File: src/rtl/cache_controller.sv
`default_nettype none
// ============================================================================
// Module      : cache_controller
// Description : Direct-mapped, write-back, write-allocate cache controller
//               sequencing external data/tag memories and a main-memory port.
//               Optional hit/miss/write-back counters: CACHE_STATS_EN.
// Revision    : 1.0 - initial release
// ============================================================================
module cache_controller #(
    parameter int ADDR_W   = 32,
    parameter int OFFSET_W = 2,
    parameter int IDX_W    = 5,
    parameter int DATA_W   = 32,
    parameter int TAG_W    = ADDR_W - IDX_W - OFFSET_W
) (
    input  logic                iCLK,
    input  logic                iRST_n,
    input  logic                cpu_req,
    input  logic                cpu_we,
    input  logic [ADDR_W-1:0]   cpu_addr,
    input  logic [DATA_W-1:0]   cpu_wdata,
    output logic [DATA_W-1:0]   cpu_rdata,
    output logic                cpu_ready,
    output logic                mem_req,
    output logic                mem_we,
    output logic [ADDR_W-1:0]   mem_addr,
    output logic [DATA_W-1:0]   mem_wdata,
    input  logic [DATA_W-1:0]   mem_rdata,
    input  logic                mem_ready,
    output logic [IDX_W-1:0]    idx,
    output logic                data_we,
    output logic [DATA_W-1:0]   data_block_in,
    input  logic [DATA_W-1:0]   data_block_out,
    output logic                tag_we,
    output logic [TAG_W+1:0]    tag_block_in,
    input  logic [TAG_W+1:0]    tag_block_out
`ifdef CACHE_STATS_EN
    ,
    output logic [31:0]         hit_count,
    output logic [31:0]         miss_count,
    output logic [31:0]         wb_count
`endif
);

    typedef enum logic [2:0] {
        S_INIT      = 3'd0,
        S_IDLE      = 3'd1,
        S_COMPARE   = 3'd2,
        S_WRITEBACK = 3'd3,
        S_ALLOCATE  = 3'd4
    } state_t;

    localparam logic [IDX_W-1:0] c_last_idx = {IDX_W{1'b1}};

    state_t              r_state;
    state_t              w_state_next;
    logic [IDX_W-1:0]    r_init_cnt;
    logic [IDX_W-1:0]    r_idx;
    logic [TAG_W-1:0]    r_tag;
    logic                r_we;
    logic [DATA_W-1:0]   r_wdata;
    logic [DATA_W-1:0]   r_rdata;

    logic                w_valid;
    logic                w_dirty;
    logic [TAG_W-1:0]    w_stored_tag;
    logic                w_hit;
    logic                w_unused_offset;

    assign w_valid         = tag_block_out[TAG_W+1];
    assign w_dirty         = tag_block_out[TAG_W];
    assign w_stored_tag    = tag_block_out[TAG_W-1:0];
    assign w_hit           = w_valid && (w_stored_tag == r_tag);
    assign w_unused_offset = ^cpu_addr[OFFSET_W-1:0];
    assign cpu_rdata       = r_rdata;

    always_comb begin
        w_state_next  = r_state;
        idx           = r_idx;
        data_we       = 1'b0;
        data_block_in = r_wdata;
        tag_we        = 1'b0;
        tag_block_in  = '0;
        cpu_ready     = 1'b0;
        mem_req       = 1'b0;
        mem_we        = 1'b0;
        mem_addr      = '0;
        mem_wdata     = '0;
        case (r_state)
            S_INIT: begin
                idx    = r_init_cnt;
                // Held off while reset is asserted so the sweep is exactly one pass after release
                tag_we = iRST_n;
                if (r_init_cnt == c_last_idx) begin
                    w_state_next = S_IDLE;
                end
            end
            S_IDLE: begin
                if (cpu_req) begin
                    w_state_next = S_COMPARE;
                end
            end
            S_COMPARE: begin
                if (w_hit) begin
                    cpu_ready    = 1'b1;
                    w_state_next = S_IDLE;
                    if (r_we) begin
                        data_we      = 1'b1;
                        tag_we       = 1'b1;
                        tag_block_in = {1'b1, 1'b1, r_tag};
                    end
                end else if (w_valid && w_dirty) begin
                    w_state_next = S_WRITEBACK;
                end else begin
                    w_state_next = S_ALLOCATE;
                end
            end
            S_WRITEBACK: begin
                mem_req   = 1'b1;
                mem_we    = 1'b1;
                mem_addr  = {w_stored_tag, r_idx, {OFFSET_W{1'b0}}};
                mem_wdata = data_block_out;
                if (mem_ready) begin
                    w_state_next = S_ALLOCATE;
                end
            end
            S_ALLOCATE: begin
                mem_req  = 1'b1;
                mem_addr = {r_tag, r_idx, {OFFSET_W{1'b0}}};
                if (mem_ready) begin
                    data_we       = 1'b1;
                    data_block_in = mem_rdata;
                    tag_we        = 1'b1;
                    tag_block_in  = {1'b1, 1'b0, r_tag};
                    w_state_next  = S_COMPARE;
                end
            end
            default: begin
                w_state_next = S_INIT;
            end
        endcase
    end

    always_ff @(posedge iCLK) begin
        if (!iRST_n) begin
            r_state    <= S_INIT;
            r_init_cnt <= '0;
            r_idx      <= '0;
            r_tag      <= '0;
            r_we       <= 1'b0;
            r_wdata    <= '0;
            r_rdata    <= '0;
        end else begin
            r_state <= w_state_next;
            if (r_state == S_INIT) begin
                r_init_cnt <= r_init_cnt + 1'b1;
            end
            if (r_state == S_IDLE && cpu_req) begin
                r_idx   <= cpu_addr[OFFSET_W +: IDX_W];
                r_tag   <= cpu_addr[ADDR_W-1 -: TAG_W];
                r_we    <= cpu_we;
                r_wdata <= cpu_wdata;
            end
            if (r_state == S_COMPARE && w_hit && !r_we) begin
                r_rdata <= data_block_out;
            end
        end
    end

`ifdef CACHE_STATS_EN
    // Marks the first COMPARE of a request so the post-refill re-compare is not counted
    logic r_first;

    always_ff @(posedge iCLK) begin
        if (!iRST_n) begin
            r_first    <= 1'b0;
            hit_count  <= '0;
            miss_count <= '0;
            wb_count   <= '0;
        end else begin
            if (r_state == S_IDLE && cpu_req) begin
                r_first <= 1'b1;
            end else if (r_state == S_COMPARE) begin
                r_first <= 1'b0;
            end
            if (r_state == S_COMPARE && r_first) begin
                if (w_hit) begin
                    hit_count <= hit_count + 32'd1;
                end else begin
                    miss_count <= miss_count + 32'd1;
                end
            end
            if (r_state == S_WRITEBACK && mem_ready) begin
                wb_count <= wb_count + 32'd1;
            end
        end
    end
`endif

endmodule
`default_nettype wire

File: config.mk
export PLATFORM = sky130hd
export DESIGN_NAME = cache_controller
export DESIGN_NICKNAME = d
export VERILOG_FILES = /design/src/rtl/cache_controller.sv
export SDC_FILE = /design/constraint.sdc
export NUM_CORES = 1
export LEC_CHECK = 0
export ABC_AREA = 1
export BUFFER_PORTS_ARGS = -buffer_cell sky130_fd_sc_hd__buf_2
export CAP_MARGIN = 20
export CORE_AREA = 2 2 127 129
export DETAILED_ROUTE_END_ITERATION = 6
export DIE_AREA = 0 0 129 131
export PLACE_DENSITY = 0.79
export SLEW_MARGIN = 20
export SYNTH_ARGS = -nofsm -noshare
export SYNTH_HDL_FRONTEND = slang
export SYNTH_SLANG_ARGS = --single-unit
File: constraint.sdc
create_clock -name iCLK -period 1.45 [get_ports iCLK]
set_input_delay 0.145 -clock iCLK [delete_from_list [all_inputs] [get_ports iCLK]]
set_output_delay 0.145 -clock iCLK [all_outputs]
set_load 0.1 [all_outputs]
==> flow_metrics.tcl, run 1 <==
set metrics [dict create \
    grt_first_pass_wirelength_um 39700 \
    status "complete, but fails checks" \
    die_y_um 131 \
    r2r-end "cpu_rdata[14]" \
    startpoint_type "flip-flop" \
    vias 8104 \
    tightest_slew_ns 0.533 \
    synth_warnings 0 \
    avgSynthCellArea_sq_um 5.96 \
    cp_slowest_stage_delay_ns 0.35 \
    grt_max_degree 83 \
    portBuffers 320 \
    drtIter0Drc 411 \
    fin_skew_ns 0.0109 \
    final_nets 1550 \
    overflow 0 \
    wl_per_cell_um 16.7 \
    min_to "r_wdata[27]" \
    reg2reg_slack_ns -0.65 \
    syn_inst 992 \
    holdCritPathClass "input port to flip-flop" \
    grt_pass1_vias 7909 \
    via_per_inst 5.02 \
    clk-insertion-delay-late_ns 0.35 \
    fill_cells 953 \
    path_max_fanout 18 \
    crit_type "flip-flop to primary output" \
    relSlewSlack_pct 64.7 \
    report.power.total_mw 6.00 \
    path_cells "inv_2 -> nand2_2 -> nand2_1 -> nor2_1 -> nand3b_1 -> nor2_1 -> nand2_1 -> nor2_4 -> nand3_4 -> buf_12 -> a21oi_4 -> buf_12" \
    dp_slack_ns -0.508 \
    fin_cells 1613 \
    worstSetupEndpointType "primary output" \
    slowest_stage "dfxtp_2" \
    synth_area_sq_um 5910 \
    crit_required_ns 1.31 \
    timing.rr.start "r_tag[17]" \
    slew_violations 0 \
    irDropWorstVdd_uv 673 \
    htree_levels 3 \
    design_area_sq_um 12200 \
    core_area_sq_um 15600 \
    drv_cap 0 \
    cts.root.buffer_cell "clkbuf_16" \
    path_depth 12 \
    clock-sinks 103 \
    postLayoutCoreUtil_pct 78.5 \
    die_w_um 129 \
    rows 46 \
    ys_seq_area_share_pct 34.9 \
    place_area_sq_um 11600 \
    place_inst 1584 \
    critPathBufInv 3 \
    ys_seq_elements 103 \
    grt_antenna_before_repair 4 \
    cts_tree "built" \
    dpl.hpwl_um 20000 \
    grt_usage_pct 30.3 \
    finalCritPeriodShare_pct 173 \
    numCtsBuffers 9 \
    synth_cell_type_count 32 \
    final_layout_size_suffix_gt1_share_pct 48.1 \
    syn_to_final_growth_pct 107 \
    finalWirelength_um 26900 \
    clk_pin_slew_worst_paths_ns 0.07 \
    hold_viol 0 \
    drc_errors 0 \
    hold_ws_ns 0.0327 \
    worst_ep_arrival_time_ns 2.36 \
    setup_viol 229 \
    reg2reg_depth 12 \
    antenna_left 0 \
    fin_ws_ns -1.05 \
    firstDrtPassIters 4 \
    power_leakage_nw 5.38 \
    violations "negative setup slack" \
    min-delay-start "cpu_wdata[27]" \
    max_freq_mhz 400 \
    critPathTopFamily "simple AND/OR/NAND/NOR gates" \
    tns_ns -107.39 \
    ctsLongestPathBuffers 2 \
    rsz0062_at_grt "yes" \
    die_area_sq_um 16900 \
    start_util_pct 37.9 \
    holdPathStages 3 \
    io_pins 325 \
    place.gp.congestion 0.945 \
    finalCriticalPeriod_ns 2.50 \
    power_density_nw_per_um2 490 \
]
## cell usage after synthesis, drive strengths merged
library cell	instances	area (sq um)
ha	2	25.0
a21boi	1	7.51
nor3	5	30.0
xor2	1	8.76
buf	19	126
o211ai	1	7.51
a21oi	62	310
nand2	268	1020
o21ai	79	395
o21a	1	7.51
o22ai	19	119
nand3	8	52.6
nand3b	4	30.0
nand4	33	206
inv	170	638
clkbuf	39	146
dfxtp	103	2060
xnor2	8	70.1
conb	1	3.75
clkinv	3	11.3
nor2	164	633
or2	1	6.26
## flip-flops by register name, indices dropped and copies added, names as in the netlist
signal / flops
r_wdata: 32
r_idx: 5
r_we: 1
r_tag: 25
cpu_rdata: 32
r_state: 3
r_init_cnt: 5
## cell type report
type / count / area, sq um / area share (%)
sequential: 103 / 2090 / 17.1
timing repair buffer: 440 / 4670 / 38.2
inverter: 173 / 667 / 5.45
tap: 216 / 270 / 2.21
clock inverter: 4 / 30.0 / 0.245
antenna: 4 / 10.0 / 0.0818
clock buffer: 12 / 246 / 2.01
multi-input combinational: 661 / 4260 / 34.8
## layer usage
metal / share of wire [%] / track usage [%] / wire length (um)
met5: 0 / 0 / 0
met4: 5.0 / 16.7 / 1340
met3: 7.3 / 7.33 / 1970
met2: 53 / 56.8 / 14100
met1: 35 / 31.1 / 9430
## worst max-delay path by stage
| stage | slack, ns | to | start |
|---|---|---|---|
| after detailed placement | -0.51 | cpu_rdata[27] | r_tag[6] |
| final | -1.05 | tag_block_in[19] | r_tag[17] |
| after floorplan | -0.88 | tag_we | r_state[1] |
| after global routing | -1.10 | tag_block_in[19] | r_tag[17] |
| after CTS | -0.84 | tag_block_in[19] | r_tag[17] |
| after global placement | -0.44 | cpu_rdata[0] | r_tag[6] |
## power breakdown
group          total, mW  switching [mW]  internal, mW
sequential          2.83         0.00378          2.83
combinational      0.817           0.458         0.359
clock               2.35            1.13          1.22
total               6.00            1.59          4.41
## worst register-to-register path, stage by stage (launching register included)
cell      delay [ns]
dfxtp_2         0.35
inv_2           0.05
nand2_2         0.06
nand2_1         0.05
nor2_1          0.19
nand3b_1        0.15
nor2_1          0.16
nand2_1         0.12
nor2_4          0.16
buf_4           0.35
nand4_1         0.19
nand2_1         0.11
nor2_1          0.06
## what timing repair did
item / CTS / global route
resized for setup: 49 / 30
pin swaps: 12 / 9
hold buffers: 0 / 0
setup buffers: 6 / 2
endpoints found under the hold margin: 0 / 0
setup endpoints to repair: 229 / 230
cloned: 1 / 2
## cells by family (layout without fill, tap and decap cells)
| family | Yosys count | after routing | synth area share (%) |
|---|---|---|---|
| AO/OA/AOI/OAI | 163 | 163 | 14.3 |
| XOR/XNOR | 9 | 9 | 1.33 |
| adder cells (fa/ha/maj) | 2 | 2 | 0.423 |
| buffers and inverters | 231 | 629 | 15.6 |
| flip-flops | 103 | 103 | 34.9 |
| other | 1 | 6 | 0.0634 |
| AND/OR/NAND/NOR | 483 | 485 | 33.4 |
## layout by cell type, fill, tap and decap left out, drive strengths merged
master / netlist / layout
clkinvlp: 0 / 2
nor2: 164 / 164
nand4: 33 / 33
o21ai: 79 / 79
clkbuf: 39 / 12
conb: 1 / 2
inv: 170 / 169
xor2: 1 / 1
o22ai: 19 / 19
ha: 2 / 2
o211ai: 1 / 1
nand2: 268 / 270
or2: 1 / 1
nand3b: 4 / 4
diode: 0 / 4
dfxtp: 103 / 103
a21boi: 1 / 1
o21a: 1 / 1
a21oi: 62 / 62
buf: 19 / 439
clkinv: 3 / 6
nor3: 5 / 5
bufbuf: 0 / 1
nand3: 8 / 8
xnor2: 8 / 8
No activity file was read; power rests on OpenSTA's default activity.
==> run 2, diff against run 1 <==
--- a/config.mk
+++ b/config.mk
@@ -8,10 +8,11 @@
 export ABC_AREA = 1
 export BUFFER_PORTS_ARGS = -buffer_cell sky130_fd_sc_hd__buf_2
 export CAP_MARGIN = 20
-export CORE_AREA = 2 2 127 129
+export CORE_AREA = 2 2 125 127
 export DETAILED_ROUTE_END_ITERATION = 6
-export DIE_AREA = 0 0 129 131
-export PLACE_DENSITY = 0.79
+export DIE_AREA = 0 0 127 129
+export PLACE_DENSITY = 0.78
+export SKIP_LAST_GASP = 1
 export SLEW_MARGIN = 20
 export SYNTH_ARGS = -nofsm -noshare
 export SYNTH_HDL_FRONTEND = slang
==> constraint.sdc (replaced) <==
create_clock -name iCLK -period 2.5 [get_ports iCLK]
set_input_delay 0.25 -clock iCLK [delete_from_list [all_inputs] [get_ports iCLK]]
set_output_delay 0.25 -clock iCLK [all_outputs]
set_load 0.1 [all_outputs]
==> run 2 against run 1 <==
Net effect: the flow still finishes with violations (negative setup slack); clock power fell by 33%; worst hold slack better by 0.12 ns; non-clock buffer count shrank 90; combinational power decreased by 56%; sequential share of layout area up 3.5 points; core utilization is 11 points lower; die area down 3.1%; first-iteration DRC count grew 17%; critical path depth grew 1; largest cell class is now multi-input combinational cells; highest routed layer is now met5.
==> flow_metrics.tcl, run 2 (synthesized netlist as in run 1, its figures left out) <==
set metrics [dict create \
    numCtsBuffers 9 \
    grt_first_pass_wirelength_um 33900 \
    slew_violations 0 \
    die_w_um 127 \
    irDropWorstVdd_uv 281 \
    grt_max_degree 56 \
    fin_skew_ns 0.0120 \
    fin_ws_ns -0.0403 \
    r2r-end "cpu_rdata[8]" \
    worst_ep_arrival_time_ns 2.29 \
    clk_pin_slew_worst_paths_ns 0.07 \
    cts.root.buffer_cell "clkbuf_16" \
    clk-insertion-delay-late_ns 0.34 \
    syn_to_final_growth_pct 70.6 \
    ctsLongestPathBuffers 2 \
    holdCritPathClass "input port to flip-flop" \
    core_area_sq_um 15000 \
    multi_input_area_sq_um 3440 \
    max_freq_mhz 394 \
    reg2reg_depth 12 \
    relSlewSlack_pct 61.3 \
    place_inst 1458 \
    violations "negative setup slack" \
    grt_usage_pct 25.9 \
    timing.rr.start "r_tag[22]" \
    ctsHoldBuffers 0 \
    finalCriticalPeriod_ns 2.54 \
    portBuffers 320 \
    via_per_inst 5.00 \
    holdPathStages 3 \
    final_layout_size_suffix_gt1_share_pct 36.7 \
    final_common_cell "nand2_1" \
    die_y_um 129 \
    startpoint_type "flip-flop" \
    drtIter0Drc 480 \
    status "complete, but fails checks" \
    power_density_nw_per_um2 355 \
    die_area_sq_um 16400 \
    antenna_left 0 \
    vias 7452 \
    crit_required_ns 2.25 \
    wl_per_cell_um 15.2 \
    setup_viol 2 \
    tightest_slew_ns 0.580 \
    final_cell_mix "nand2_1 (251), buf_2 (218), nor2_1 (156)" \
    io_pins 325 \
    place.gp.congestion 0.923 \
    clock-sinks 103 \
    final_nets 1458 \
    path_max_fanout 6 \
    drc_errors 0 \
    crit_type "flip-flop to primary output" \
    drv_cap 0 \
    cts_tree "built" \
    overflow 0 \
    rows 45 \
    worstSetupEndpointType "primary output" \
    dpl.hpwl_um 15900 \
    place_area_sq_um 9270 \
    power_leakage_nw 4.80 \
    min_to "r_wdata[16]" \
    firstDrtPassIters 5 \
    grt_pass1_vias 6999 \
    fin_cells 1490 \
    rsz0062_at_grt "yes" \
    design_area_sq_um 10100 \
    grt_antenna_before_repair 2 \
    htree_levels 3 \
    finalCritPeriodShare_pct 102 \
    start_util_pct 39.5 \
    fill_cells 1168 \
    reg2reg_slack_ns 0.50 \
    finalWirelength_um 22700 \
    seq_area_sq_um 2080 \
    min-delay-start "cpu_wdata[16]" \
    hold_viol 0 \
]
==> run 2: cell types whose count changed in the layout (fill, tap and decap cells not counted), moves of 10 or more <==
cell,previous run,this run
o22ai_2,3,18
nor2_1,119,156
buf_12,142,96
o21ai_0,50,73
nand2_2,23,13
buf_4,102,23
o22ai_4,16,0
nand2_4,31,4
o21ai_1,21,6
nand2_1,210,251
nor2_4,41,2
buf_2,189,218
==> run 2: cell type report <==
| cell class | count | area share, % |
|---|---|---|
| antenna | 1 | 0.0248 |
| clock buffer | 12 | 2.54 |
| clock inverter | 4 | 0.769 |
| inverter | 173 | 6.51 |
| multi-input combinational | 659 | 34.1 |
| sequential | 103 | 20.6 |
| tap | 188 | 2.33 |
| timing repair buffer | 350 | 33.1 |
==> run 2: worst max-delay path: stages (launching register included) <==
cell and delay (ns):
dfxtp_2 0.32, inv_2 0.06, nand2_1 0.06, nand2_2 0.11, inv_1 0.06, nor2_1 0.14
nand2_1 0.08, nor2_2 0.10, nand2_1 0.09, nor2_4 0.12, nand3_4 0.16, buf_12 0.21
o211ai_1 0.15, clkbuf_16 0.27
==> run 2: layer usage <==
| layer | GRT usage [%] | wire (um) |
|---|---|---|
| met4 | 10.9 | 760 |
| met5 | 0 | 13 |
| met2 | 46.5 | 11300 |
| met1 | 29.4 | 8530 |
| met3 | 6.24 | 2050 |
==> run 2: what timing repair did <==
| action | in CTS | in global routing |
|---|---|---|
| gates resized for setup | 11 | 71 |
| buffers inserted | 1 | 12 |
| cloned | 1 | 1 |
| endpoints found under the setup margin | 21 | 68 |
| pin swaps | 0 | 10 |
==> run 2: how the worst max path moves through the flow <==
stage	from	to	slack [ns]	cells past startpoint
2_1_floorplan	r_state[0]	mem_addr[4]	-0.68	5
3_3_place_gp	tag_block_out[20]	tag_block_in[20]	0.33	14
3_5_place_dp	tag_block_out[20]	tag_block_in[10]	0.32	14
4_1_cts	r_tag[17]	tag_block_in[2]	-0.03	12
5_1_grt	r_tag[2]	tag_we	-0.14	11
6_report	r_tag[20]	tag_we	-0.04	13
==> run 2: where the power goes <==
group	switching [mW]	total, mW	internal, mW	leakage [nW]
sequential	0.00399	1.65	1.64	0.836
combinational	0.215	0.363	0.147	3.80
clock	0.637	1.57	0.938	0.163
==> run 2: through the flow <==
step / hold WS, ns / power, mW / setup WS [ns] / utilization [%] / setup TNS [ns]
2_1_floorplan: 0.417 / 1.86 / -0.679 / - / -5.44
3_3_place_gp: 0.460 / 2.02 / 0.330 / 61.9 / 0
3_5_place_dp: 0.471 / 2.03 / 0.319 / 61.9 / 0
4_1_cts: 0.139 / 3.60 / -0.0299 / 64.9 / -0.193
5_1_grt: 0.145 / 3.71 / -0.141 / 67.4 / -2.86
6_report: 0.152 / 3.58 / -0.0403 / 67.4 / -0.0540
